<file path="config.mk">
export PLATFORM = sky130hd
export DESIGN_NAME = ibex_rf_wport_arbiter_flat
export DESIGN_NICKNAME = d
export VERILOG_FILES = /design/src/rtl/ibex_rf_wport_arbiter_pkg.sv /design/src/rtl/ibex_rf_wport_arbiter_if.sv /design/src/rtl/ibex_wport_fifo.sv /design/src/rtl/ibex_rf_wport_arbiter.sv /design/src/flat_wrapper.sv
export SDC_FILE = /design/constraint.sdc
export NUM_CORES = 1
export LEC_CHECK = 0
export BUFFER_PORTS_ARGS = -buffer_cell sky130_fd_sc_hd__clkbuf_2
export CAP_MARGIN = 20
export CORE_UTILIZATION = 45
export DETAILED_ROUTE_END_ITERATION = 10
export PLACE_DENSITY = 0.71
export SYNTH_ARGS = -nofsm -noshare
export SYNTH_HDL_FRONTEND = slang
export SYNTH_SLANG_ARGS = --single-unit
</file>
<file path="constraint.sdc">
create_clock -name clk_i -period 4.4 [get_ports clk_i]
set_clock_uncertainty 0.05 [all_clocks]
set_input_delay 0.88 -clock clk_i [delete_from_list [all_inputs] [get_ports clk_i]]
set_output_delay 0.88 -clock clk_i [all_outputs]
set_load 0.005 [all_outputs]
</file>
<file path="src/rtl/ibex_rf_wport_arbiter_pkg.sv">
// Shared types for the register-file write-port arbiter.
//   rf_wr_req_t    : one buffered ID/EX write {addr, data}
//   rf_wport_sel_e : which source owns the RF write port this cycle
package ibex_rf_wport_arbiter_pkg;

   localparam int unsigned RegAddrW = 5;
   localparam int unsigned DataW    = 32;
   localparam int unsigned ReqW     = RegAddrW + DataW;

   typedef struct packed {
      logic [RegAddrW-1:0] addr;
      logic [DataW-1:0]    data;
   } rf_wr_req_t;

   typedef enum logic [1:0] {
      WPORT_NONE,
      WPORT_LSU,
      WPORT_IDBUF,
      WPORT_IDDIR
   } rf_wport_sel_e;

endpackage

</file>
<file path="src/rtl/ibex_rf_wport_arbiter_if.sv">
// Request-side bundle of the write-port arbiter: the ID/EX write channel and
// the LSU load issue/response channel.
//   master : ID/EX and LSU side (drives requests, sees ready)
//   slave  : arbiter side
// Handshake: a transfer on a valid/ready pair happens in a cycle where both
// are high; ready never depends on valid of the same channel. The LSU
// response is not stallable and carries no ready.
interface ibex_rf_wport_arbiter_if;
   import ibex_rf_wport_arbiter_pkg::*;

   logic                id_wr_valid;
   logic                id_wr_ready;
   logic [RegAddrW-1:0] id_wr_addr;
   logic [DataW-1:0]    id_wr_data;
   logic                lsu_load_issue;
   logic [RegAddrW-1:0] lsu_load_addr;
   logic                lsu_load_ready;
   logic                lsu_resp_valid;
   logic                lsu_resp_err;
   logic [DataW-1:0]    lsu_rdata;

   modport master (
      output id_wr_valid, id_wr_addr, id_wr_data,
      output lsu_load_issue, lsu_load_addr,
      output lsu_resp_valid, lsu_resp_err, lsu_rdata,
      input  id_wr_ready, lsu_load_ready
   );

   modport slave (
      input  id_wr_valid, id_wr_addr, id_wr_data,
      input  lsu_load_issue, lsu_load_addr,
      input  lsu_resp_valid, lsu_resp_err, lsu_rdata,
      output id_wr_ready, lsu_load_ready
   );

endinterface

</file>
<file path="src/rtl/ibex_wport_fifo.sv">
// Small circular FIFO used for the load destination queue and the ID/EX
// write buffer. Besides the head it exposes every slot (valid + data) so the
// parent can build a pending-write scoreboard.
//   push_i/push_data_i : enqueue (caller guarantees ~full_o)
//   pop_i              : dequeue head (caller guarantees ~empty_o)
//   full_o/empty_o/level_o/head_o : occupancy and oldest entry
//   entry_valid_o/entry_data_o    : per-slot state, slot i at [i*Width +: Width]
module ibex_wport_fifo #(
   parameter int unsigned Width = 5,
   parameter int unsigned Depth = 2,
   localparam int unsigned LvlW = $clog2(Depth + 1)
) (
   input  logic                   clk_i,
   input  logic                   rst_ni,
   input  logic                   push_i,
   input  logic [Width-1:0]       push_data_i,
   input  logic                   pop_i,
   output logic                   full_o,
   output logic                   empty_o,
   output logic [LvlW-1:0]        level_o,
   output logic [Width-1:0]       head_o,
   output logic [Depth-1:0]       entry_valid_o,
   output logic [Depth*Width-1:0] entry_data_o
);

   localparam int unsigned PtrW = (Depth > 1) ? $clog2(Depth) : 1;

   logic [Width-1:0] mem_q [Depth];
   logic [Depth-1:0] vld_q;
   logic [PtrW-1:0]  wr_ptr_q, rd_ptr_q;
   logic [LvlW-1:0]  level_q;

   function automatic logic [PtrW-1:0] ptr_inc(input logic [PtrW-1:0] p);
      return (p == PtrW'(Depth - 1)) ? '0 : p + PtrW'(1);
   endfunction

   always_ff @(posedge clk_i or negedge rst_ni) begin
      if (!rst_ni) begin
         vld_q    <= '0;
         wr_ptr_q <= '0;
         rd_ptr_q <= '0;
         level_q  <= '0;
      end else begin
         // Push only lands in a free slot, so it never collides with the
         // popped slot; clearing first keeps the ordering obvious.
         if (pop_i) begin
            vld_q[rd_ptr_q] <= 1'b0;
            rd_ptr_q        <= ptr_inc(rd_ptr_q);
         end
         if (push_i) begin
            vld_q[wr_ptr_q] <= 1'b1;
            wr_ptr_q        <= ptr_inc(wr_ptr_q);
         end
         level_q <= level_q + LvlW'(push_i) - LvlW'(pop_i);
      end
   end

   always_ff @(posedge clk_i) begin
      if (push_i) mem_q[wr_ptr_q] <= push_data_i;
   end

   assign full_o        = (level_q == LvlW'(Depth));
   assign empty_o       = (level_q == '0);
   assign level_o       = level_q;
   assign head_o        = mem_q[rd_ptr_q];
   assign entry_valid_o = vld_q;

   for (genvar g = 0; g < Depth; g++) begin : g_flat
      assign entry_data_o[g*Width +: Width] = mem_q[g];
   end

endmodule

</file>
<file path="src/rtl/ibex_rf_wport_arbiter.sv">
// Register-file write-port arbiter. Each cycle the single RF write port goes
// to, in priority order: a good LSU load response (non-stallable), the head
// of the ID/EX write buffer, or a direct ID/EX write when the buffer is empty.
// ID/EX writes that lose the port are buffered in order. Destinations of
// outstanding loads and buffered writes form a pending mask used for RAW
// hazard flags.
//   clk_i, rst_ni        : clock, async active-low reset
//   bus                  : ID/EX write + LSU issue/response channels
//   rf_we_o/waddr/wdata  : RF write port
//   rd_addr_a_i/b_i      : ID read addresses; hazard_a_o/b_o flag pending regs
//   pending_mask_o       : registers with a queued or outstanding write
//   id_buf_level_o       : ID buffer occupancy
//   protocol_err_o       : sticky, load response seen with no load outstanding
module ibex_rf_wport_arbiter
   import ibex_rf_wport_arbiter_pkg::*;
#(
   parameter int unsigned IdBufDepth = 2,
   parameter int unsigned MaxLoads   = 2
) (
   input  logic                             clk_i,
   input  logic                             rst_ni,
   ibex_rf_wport_arbiter_if.slave           bus,
   output logic                             rf_we_o,
   output logic [RegAddrW-1:0]              rf_waddr_o,
   output logic [DataW-1:0]                 rf_wdata_o,
   input  logic [RegAddrW-1:0]              rd_addr_a_i,
   input  logic [RegAddrW-1:0]              rd_addr_b_i,
   output logic                             hazard_a_o,
   output logic                             hazard_b_o,
   output logic [31:0]                      pending_mask_o,
   output logic [$clog2(IdBufDepth+1)-1:0]  id_buf_level_o,
   output logic                             protocol_err_o
);

   logic                         lq_push, lq_pop, lq_full, lq_empty;
   logic [RegAddrW-1:0]          lq_head;
   logic [$clog2(MaxLoads+1)-1:0] lq_level;
   logic [MaxLoads-1:0]          lq_vld;
   logic [MaxLoads*RegAddrW-1:0] lq_flat;

   logic                         ib_push, ib_pop, ib_full, ib_empty;
   rf_wr_req_t                   ib_head;
   logic [IdBufDepth-1:0]        ib_vld;
   logic [IdBufDepth*ReqW-1:0]   ib_flat;

   rf_wport_sel_e                sel;
   logic                         id_acc, lsu_wr;
   logic                         perr_q;
   logic [31:0]                  pending_mask;

   // Ready is taken from pre-pop occupancy: a full buffer refuses even if
   // its head drains this cycle.
   assign bus.id_wr_ready    = ~ib_full;
   assign bus.lsu_load_ready = ~lq_full;
   assign id_acc             = bus.id_wr_valid & ~ib_full;

   // Any response retires the oldest load; only a good one writes the RF.
   assign lq_pop  = bus.lsu_resp_valid & ~lq_empty;
   assign lsu_wr  = lq_pop & ~bus.lsu_resp_err;
   assign lq_push = bus.lsu_load_issue & ~lq_full;

   always_comb begin
      sel = WPORT_NONE;
      if (lsu_wr)         sel = WPORT_LSU;
      else if (!ib_empty) sel = WPORT_IDBUF;
      else if (id_acc)    sel = WPORT_IDDIR;
   end

   assign ib_pop  = (sel == WPORT_IDBUF);
   assign ib_push = id_acc & (sel != WPORT_IDDIR);

   always_comb begin
      rf_waddr_o = '0;
      rf_wdata_o = '0;
      unique case (sel)
         WPORT_LSU: begin
            rf_waddr_o = lq_head;
            rf_wdata_o = bus.lsu_rdata;
         end
         WPORT_IDBUF: begin
            rf_waddr_o = ib_head.addr;
            rf_wdata_o = ib_head.data;
         end
         WPORT_IDDIR: begin
            rf_waddr_o = bus.id_wr_addr;
            rf_wdata_o = bus.id_wr_data;
         end
         default: ;
      endcase
   end

   // x0 writes retire their entry but never reach the RF.
   assign rf_we_o = (sel != WPORT_NONE) && (rf_waddr_o != '0);

   always_ff @(posedge clk_i or negedge rst_ni) begin
      if (!rst_ni)                            perr_q <= 1'b0;
      else if (bus.lsu_resp_valid && lq_empty) perr_q <= 1'b1;
   end
   assign protocol_err_o = perr_q;

   // Built from queue state only, so ID's hazard check has no path from
   // this cycle's LSU/ID inputs.
   always_comb begin
      pending_mask = '0;
      for (int i = 0; i < MaxLoads; i++) begin
         if (lq_vld[i]) pending_mask[lq_flat[i*RegAddrW +: RegAddrW]] = 1'b1;
      end
      for (int i = 0; i < IdBufDepth; i++) begin
         if (ib_vld[i]) pending_mask[ib_flat[i*ReqW + DataW +: RegAddrW]] = 1'b1;
      end
      pending_mask[0] = 1'b0;
   end

   assign pending_mask_o = pending_mask;
   assign hazard_a_o     = pending_mask[rd_addr_a_i];
   assign hazard_b_o     = pending_mask[rd_addr_b_i];

   ibex_wport_fifo #(.Width(RegAddrW), .Depth(MaxLoads)) u_load_q (
      .clk_i         (clk_i),
      .rst_ni        (rst_ni),
      .push_i        (lq_push),
      .push_data_i   (bus.lsu_load_addr),
      .pop_i         (lq_pop),
      .full_o        (lq_full),
      .empty_o       (lq_empty),
      .level_o       (lq_level),
      .head_o        (lq_head),
      .entry_valid_o (lq_vld),
      .entry_data_o  (lq_flat)
   );

   ibex_wport_fifo #(.Width(ReqW), .Depth(IdBufDepth)) u_id_buf (
      .clk_i         (clk_i),
      .rst_ni        (rst_ni),
      .push_i        (ib_push),
      .push_data_i   ({bus.id_wr_addr, bus.id_wr_data}),
      .pop_i         (ib_pop),
      .full_o        (ib_full),
      .empty_o       (ib_empty),
      .level_o       (id_buf_level_o),
      .head_o        (ib_head),
      .entry_valid_o (ib_vld),
      .entry_data_o  (ib_flat)
   );

endmodule

</file>
<file path="src/flat_wrapper.sv">
// flat-port wrapper written by rule: the top's interface ports become plain ports
module ibex_rf_wport_arbiter_flat import ibex_rf_wport_arbiter_pkg::*;
#(
   parameter int unsigned IdBufDepth = 2,
   parameter int unsigned MaxLoads   = 2
)
  (clk_i, rst_ni, rf_we_o, rf_waddr_o, rf_wdata_o, rd_addr_a_i, rd_addr_b_i, hazard_a_o, hazard_b_o, pending_mask_o, id_buf_level_o, protocol_err_o, bus_id_wr_valid, bus_id_wr_addr, bus_id_wr_data, bus_lsu_load_issue, bus_lsu_load_addr, bus_lsu_resp_valid, bus_lsu_resp_err, bus_lsu_rdata, bus_id_wr_ready, bus_lsu_load_ready);
  ibex_rf_wport_arbiter_if bus_i ();
  input  logic clk_i;
  input  logic rst_ni;
  output logic rf_we_o;
  output logic [RegAddrW-1:0] rf_waddr_o;
  output logic [DataW-1:0] rf_wdata_o;
  input  logic [RegAddrW-1:0] rd_addr_a_i;
  input  logic [RegAddrW-1:0] rd_addr_b_i;
  output logic hazard_a_o;
  output logic hazard_b_o;
  output logic [31:0] pending_mask_o;
  output logic [$clog2(IdBufDepth+1)-1:0] id_buf_level_o;
  output logic protocol_err_o;
  input wire logic [$bits(bus_i.id_wr_valid)-1:0] bus_id_wr_valid;
  input wire logic [$bits(bus_i.id_wr_addr)-1:0] bus_id_wr_addr;
  input wire logic [$bits(bus_i.id_wr_data)-1:0] bus_id_wr_data;
  input wire logic [$bits(bus_i.lsu_load_issue)-1:0] bus_lsu_load_issue;
  input wire logic [$bits(bus_i.lsu_load_addr)-1:0] bus_lsu_load_addr;
  input wire logic [$bits(bus_i.lsu_resp_valid)-1:0] bus_lsu_resp_valid;
  input wire logic [$bits(bus_i.lsu_resp_err)-1:0] bus_lsu_resp_err;
  input wire logic [$bits(bus_i.lsu_rdata)-1:0] bus_lsu_rdata;
  output wire logic [$bits(bus_i.id_wr_ready)-1:0] bus_id_wr_ready;
  output wire logic [$bits(bus_i.lsu_load_ready)-1:0] bus_lsu_load_ready;
  assign bus_i.id_wr_valid = bus_id_wr_valid;
  assign bus_i.id_wr_addr = bus_id_wr_addr;
  assign bus_i.id_wr_data = bus_id_wr_data;
  assign bus_i.lsu_load_issue = bus_lsu_load_issue;
  assign bus_i.lsu_load_addr = bus_lsu_load_addr;
  assign bus_i.lsu_resp_valid = bus_lsu_resp_valid;
  assign bus_i.lsu_resp_err = bus_lsu_resp_err;
  assign bus_i.lsu_rdata = bus_lsu_rdata;
  assign bus_id_wr_ready = bus_i.id_wr_ready;
  assign bus_lsu_load_ready = bus_i.lsu_load_ready;
  ibex_rf_wport_arbiter #(.IdBufDepth(IdBufDepth), .MaxLoads(MaxLoads)) u_core (.clk_i(clk_i), .rst_ni(rst_ni), .bus(bus_i), .rf_we_o(rf_we_o), .rf_waddr_o(rf_waddr_o), .rf_wdata_o(rf_wdata_o), .rd_addr_a_i(rd_addr_a_i), .rd_addr_b_i(rd_addr_b_i), .hazard_a_o(hazard_a_o), .hazard_b_o(hazard_b_o), .pending_mask_o(pending_mask_o), .id_buf_level_o(id_buf_level_o), .protocol_err_o(protocol_err_o));
endmodule
</file>
# ---- Word-level counts from Yosys, hierarchy flattened
# Memories as Yosys holds them, arrays and structs flattened.
# Cells that the tools add are included.
dict set report op_classes {
  n_div 0
  n_addsub 8
  eq_ne 6
  muxes 41
  bitwise 18
  shifts 0
  n_mul 0
  n_lt_le_gt_ge 18
  reduce_logical 14
}
# op count
set ops {}
lappend ops {{32-bit 2-to-1 mux} 4}
lappend ops {{32-bit bitwise OR} 3}
lappend ops {{32-bit case mux with 3 select lines} 1}
lappend ops {{5-bit by 6-bit < comparator with 1-bit output (second input constant)} 6}
lappend ops {{1-bit demux with 5-bit select} 4}
lappend ops {{5-bit by 1-bit greater-or-equal comparator with 1-bit output (second input constant)} 4}
lappend ops {{1-bit 2-to-1 mux} 18}
lappend ops {{5-bit case mux with 3 select lines} 1}
lappend ops {{2-bit 2-to-1 mux} 7}
lappend ops {{1-bit binary-select mux with 5-bit select} 2}
lappend ops {{1-bit logical AND} 10}
lappend ops {{2-bit equality test (second input constant)} 4}
lappend ops {{1-bit by 2-bit < comparator with 1-bit output (second input constant)} 4}
lappend ops {{1-bit bitwise AND} 5}
lappend ops {{5-bit nonzero test} 1}
lappend ops {{1-bit adder (second input constant)} 4}
lappend ops {{2-bit by 1-bit adder with 2-bit output} 2}
lappend ops {{2-bit bitwise AND} 2}
lappend ops {{1-bit demux with 1-bit select} 4}
lappend ops {{1-bit greater-or-equal comparator (second input constant)} 4}
lappend ops {{2-bit zero test} 2}
lappend ops {{1-bit inverter} 4}
lappend ops {{2-bit inverter} 2}
lappend ops {{2-bit bitwise OR} 2}
lappend ops {{4 further kinds} 5}
dict set report totals {
  romBits 0
  mem_count 2
  latch_bits 0
  in_bits 90
  word_cells 116
  reg_bits 13
  ram_bits 84
}
# memory words width rd rd_ports_with_merged_regs write_ports line
set memory_table {}
lappend memory_table {u_core.u_id_buf.mem_q 2 37 3 0 1 ibex_wport_fifo.sv:28} ;# logic [Width-1:0] mem_q [Depth];
lappend memory_table {u_core.u_load_q.mem_q 2 5 3 0 1 ibex_wport_fifo.sv:28}

# ---- Longest topological paths before layout
# An unclocked memory read counts as a cell.
dict set report depth {
  ltp_word 14
  ltp_mapped 10
}

# ---- Modules after synthesis
# Synthesis repeated with hierarchy kept, for this count alone.
dict set report hier_totals {
  cells_unflattened 653
  hier_area_um2 6422.4
}
# module instances cells_per_inst area_per_inst_um2
set by_module_without_submodules {}
lappend by_module_without_submodules {{ibex_wport_fifo at u_core.u_id_buf} 1 137 2949.1}
lappend by_module_without_submodules {ibex_rf_wport_arbiter 1 478 2821.5}
lappend by_module_without_submodules {{ibex_wport_fifo at u_core.u_load_q} 1 38 651.9}

# ---- Worst setup path before layout
# OpenSTA, ideal clock, no wires.
dict set report synth_path {
  path_type {input to register}
  start {input bus_lsu_resp_valid}
  end {memory u_core.u_id_buf.mem_q[0][0] in the netlist's numbering (enable)}
  stages 6
  arrival_ns 3.181
  required_time_ns 3.919
  setup_ns 0.431
  path_buffers 1
  setup_slack_ns 0.737
  path_cell_list {o21ai_1 > or2_1 > buf_2 > nor2_1 > o21ai_1 > nor2_1}
}
dict set report synth_between {
  elab_chain_cells 7
}
# item line
set synth_rtl {}
lappend synth_rtl {{from (decl)} flat_wrapper.sv:26} ;# input wire logic [$bits(bus_i.lsu_resp_valid)-1:0] bus_lsu_resp_valid;
lappend synth_rtl {{1-bit bitwise AND} ibex_rf_wport_arbiter.sv:58} ;# assign lq_pop = bus.lsu_resp_valid & ~lq_empty;
lappend synth_rtl {{1-bit bitwise AND} ibex_rf_wport_arbiter.sv:59} ;# assign lsu_wr = lq_pop & ~bus.lsu_resp_err;
lappend synth_rtl {{2-bit 2-to-1 mux} ibex_rf_wport_arbiter.sv:64} ;# if (lsu_wr) sel = WPORT_LSU;
lappend synth_rtl {{2-bit inequality test} ibex_rf_wport_arbiter.sv:70} ;# assign ib_push = id_acc & (sel != WPORT_IDDIR);
lappend synth_rtl {{1-bit bitwise AND} ibex_rf_wport_arbiter.sv:70}
lappend synth_rtl {{1-bit 2-to-1 mux} ibex_wport_fifo.sv:59} ;# if (push_i) mem_q[wr_ptr_q] <= push_data_i;
lappend synth_rtl {{1-bit 2-to-1 mux (not written as such)} ibex_wport_fifo.sv:59}
lappend synth_rtl {{to (decl)} ibex_wport_fifo.sv:28}
# No other way between the ends.

==> out/results.env <==
FINAL_LAYOUT_SIZE_SUFFIX_GT1_FRAC=0.3082
STATUS='completed'
WORST-PATH-MAX-FANOUT=9
VDD_DROP_MAX_mV=0.3640
POSTROUTEWIRELENGTH_UM=18520
CTSHTREEMAXLEVEL=3
NUMBER_OF_CELLS_IN_THE_FINISHED_LAYOUT_APART_FROM_FILLERS=863
R2R-START='u_core.u_load_q.level_o[1]'
GRT.OVERFLOW.TOTAL=0
IO_BUFFER_COUNT=165
START_UTIL=0.4591
POSTSYNTHCELLCOUNT=547
STARTPOINT='u_core.u_id_buf.mem_q[0][32]'
PLACE.DETAILED.HPWL_UM=13360
FINALCOREUTILIZATION=0.5554
GRT_SETUP_UNREPAIRED='false'
FINALHOLDVIOLCOUNT=0
PLACE.GP.CONGESTION=1.015
SYNTH_CELL_TYPE_COUNT=67
VIAS=5413
PWR_DENSITY_CELL_nW_PER_UM2=550.8
FLOORPLAN.DIE.WIDTH_UM=115.2
GR_USAGE_TOTAL=0.2804
TIMING.CRITICAL_PATH.MODE_CELL='a211oi_1'
ANTENNA_FOUND_INITIAL=0
SETUP.WORST_PATH.END='hazard_b_o'
SYNTH_FF_TYPE='edfxtp_1'
CRIT_ARRIVAL_NS=3.01
CORE_AREA_UM2=12570
CTS_ROOT_BUF='clkbuf_16'
TIMING.CRITICAL_PATH.FROM_TYPE='flip-flop'
POSTSYNTHNETCOUNT=641
SYNTHESIS.YOSYS.WARNINGS=0
LAYOUT_SETUP_WS_NS=0.4616
CTS.HOLD.BUFFERS_ADDED=0
CLOCK_INSERTION_DELAY_WORST_SKEW_NS=0.34
FIN_CRIT_SH=0.8951
DIEAREA_UM2=13280
FINALWORSTPATHREQUIREDPERIOD_NS=3.938
AVGVIACOUNTPERCELL=6.272
AVGSYNTHCELLAREA_UM2=10.55
FINAL-SETUP-VIOL-COUNT=0
TRITONCTS='done'
DRT-WIRELENGTH-PER-CELL_UM=21.46
DIODES=0
FF2FF_PATH_DEPTH=9
AREA.GROWTH.SYNTH_TO_FINAL_PCT=20.97
TOTALNEGATIVESETUPSLACK_NS=0
FIN_WORST_HOLD_SLACK_NS=0.3705
SYNTHESIS.AREA_UM2=5771
DIE_HEIGHT_UM=115.2
GRT_MAX_DEGREE=37
FMAX_ACHIEVED_GHz=0.2539
POST_CTS_RESIZED=0
NUM-NETS-FINAL=780
WORST-SLEW-PIN-TRANSITION_NS=0.7772
WORST_PATH_LARGEST_CELL_DELAY_NS=0.56
ORDERED_LIST_OF_CELLS_ON_THE_WORST_PATH='or3b_1 -> o22ai_1 -> a211oi_1 -> mux4_2 -> nor3b_2 -> a211oi_1 -> a311oi_2 -> clkbuf_2'
INITIALDRTVIOLATIONCOUNT=703
MAXCAPVIOLCOUNT=0
BOUNDARYPINS=167
STD_CELL_ROWS=41
REG2REG_TO='u_core.u_id_buf.level_o[1]'
CRIT_TYPE='reg2out'
R2R_SETUP_SLACK_NS=1.79
FIRST_GLOBAL_VIAS=5063
CP.REQUIRED_NS=3.47
DP_SLACK_NS=0.6899
MULTIINPUTGATEAREA_UM2=2660
YS_SEQ_AREA_FRAC=0.4935
SYNTH-EDFF-COUNT=84
DETAIL-ROUTE-ANTENNA-NETS=0
LAYOUT.FILLER_CELLS=1137
CLOCK_TREE.BUFFER_DEPTH=2
CLK_TRANSITION_REPORTED_PATHS_NS=0.06
HOLD_PATH_CLASS='in2async'
SEQUENTIAL_CELL_AREA_UM2=2848
CRITICAL_PATH.ENDPOINT_TYPE='output pin'
WORST_PATH_MAX_DELAY_CELL='or3b_1'
SYNTH-ASYNC-RESET-RATIO=0.1340
NUMPLACEDINSTANCES=847
DRV_SLEW=0
CLOCK-SINKS=97
POSTCTSSETUPREPAIRBUFS=0
SYNTH.FF_LATCH_COUNT=97
LEAKAGE_POWER_SUMMED_OVER_ALL_CELLS_nW=2.909
GRT_FIRST_PASS_WIRELENGTH_UM=27780
MAXSLEWHEADROOM=0.4807
DRTPASS1ITERATIONS=9
NUMCTSBUFFERS=9
DRT_DRC_VIOLATIONS_LEFT=0
## cell usage after synthesis (9+ instances only)
cell type	instances	area [um^2]
edfxtp_1	84	2522
nand2_1	80	300.3
o22ai_1	34	212.7
a222oi_1	32	320.3
nor2_1	26	97.59
inv_1	25	93.84
clkbuf_1	24	90.09
buf_2	16	80.08
nand3b_1	16	120.1
nand3_1	14	70.07
dfrtp_1	13	325.3
nand2b_1	11	68.82
mux2i_1	10	100.1
nor2b_1	9	56.30
## cells in the final DEF (no fill, tap or decap), types with 4 or more instances in the layout
master / instances
a211o_1: 5
a211oi_1: 5
a21oi_1: 4
a221o_1: 8
a221oi_1: 6
a222oi_1: 32
and3_1: 5
buf_4: 7
clkbuf_16: 9
clkbuf_2: 165
dfrtp_1: 13
edfxtp_1: 84
ha_1: 4
inv_1: 25
mux2_2: 8
mux2i_1: 10
mux4_2: 5
nand2_1: 80
nand2b_1: 11
nand3_1: 14
nand3b_1: 16
nand4b_1: 6
nor2_1: 24
nor2b_1: 9
nor3_1: 7
nor3b_1: 8
o211ai_1: 5
o22ai_1: 34
o2bb2ai_1: 4
or3_1: 4
or3b_1: 5
xnor2_1: 7
## kinds of logic (layout without fill, tap and decap cells)
group,Yosys count,in the layout,synth area share
flip-flops,97,97,0.4935
adder cells (fa/ha/maj),4,4,0.008673
buffers and inverters,69,213,0.04900
multiplexers,23,23,0.05247
AO/OA/AOI/OAI,131,131,0.1843
AND/OR/NAND/NOR,214,214,0.1993
other,1,1,0.0006499
XOR/XNOR,8,8,0.01214
## registers in the layout, indices dropped and copies added (netlist names)
register,count
u_core.u_load_q.level_o,2
u_core.u_id_buf.wr_ptr_q,1
u_core.u_load_q.mem_q,10
u_core.u_id_buf.rd_ptr_q,1
u_core.u_load_q.wr_ptr_q,1
u_core.protocol_err_o,1
u_core.u_id_buf.mem_q,74
u_core.u_load_q.rd_ptr_q,1
u_core.u_id_buf.level_o,2
u_core.u_load_q.entry_valid_o,2
u_core.u_id_buf.entry_valid_o,2
## metal layers
layer	part of all wire	vias up	global-route usage
met2	0.46	338	0.4353
met5	0	-	0
met1	0.40	2585	0.3674
met4	0.041	0	0.1550
li1	-	2443	-
met3	0.093	47	0.05851
## through the flow
stage          area (um^2)  power [W]
2_1_floorplan         5771   0.002414
3_3_place_gp          6695   0.003081
3_5_place_dp          6695   0.003094
4_1_cts               6980   0.003839
5_1_grt               6980   0.004058
6_report              6980   0.003845
## final cells by class
cell class                      count  share of cell area
Timing Repair Buffer              172              0.1258
Sequential cell                    97              0.4080
Tap cell                          172             0.03083
Clock inverter                      7            0.008604
Multi-Input combinational cell    381              0.3811
Clock buffer                        9             0.03226
Inverter                           25             0.01344
## worst min path at each step
stage | to | slack [ns] | cells after the start
2_1_floorplan | u_core.protocol_err_o | 0.40 | 1
3_3_place_gp | u_core.protocol_err_o | 0.39 | 1
3_5_place_dp | u_core.protocol_err_o | 0.40 | 1
4_1_cts | u_core.u_id_buf.level_o[1] | 0.37 | 1
5_1_grt | u_core.u_load_q.wr_ptr_q | 0.40 | 1
6_report | u_core.u_load_q.wr_ptr_q | 0.37 | 1
## power by group
part           leakage, nW  switching, W  internal (W)
logic                 1.85      0.000948      0.000675
clock network        0.131      0.000353      0.000392
registers            0.924      0.000228       0.00125
total                 2.91       0.00153       0.00232
## critical path: cells and delay by family (launching register included)
family / cells / cell delay (ns)
AOI/OAI and AO/OA: 4 / 0.80
and+or+nand+nor: 2 / 0.73
DFF: 1 / 0.50
muxes: 1 / 0.49
buffers and inverters: 1 / 0.15
(Power assumes the default switching activity.)
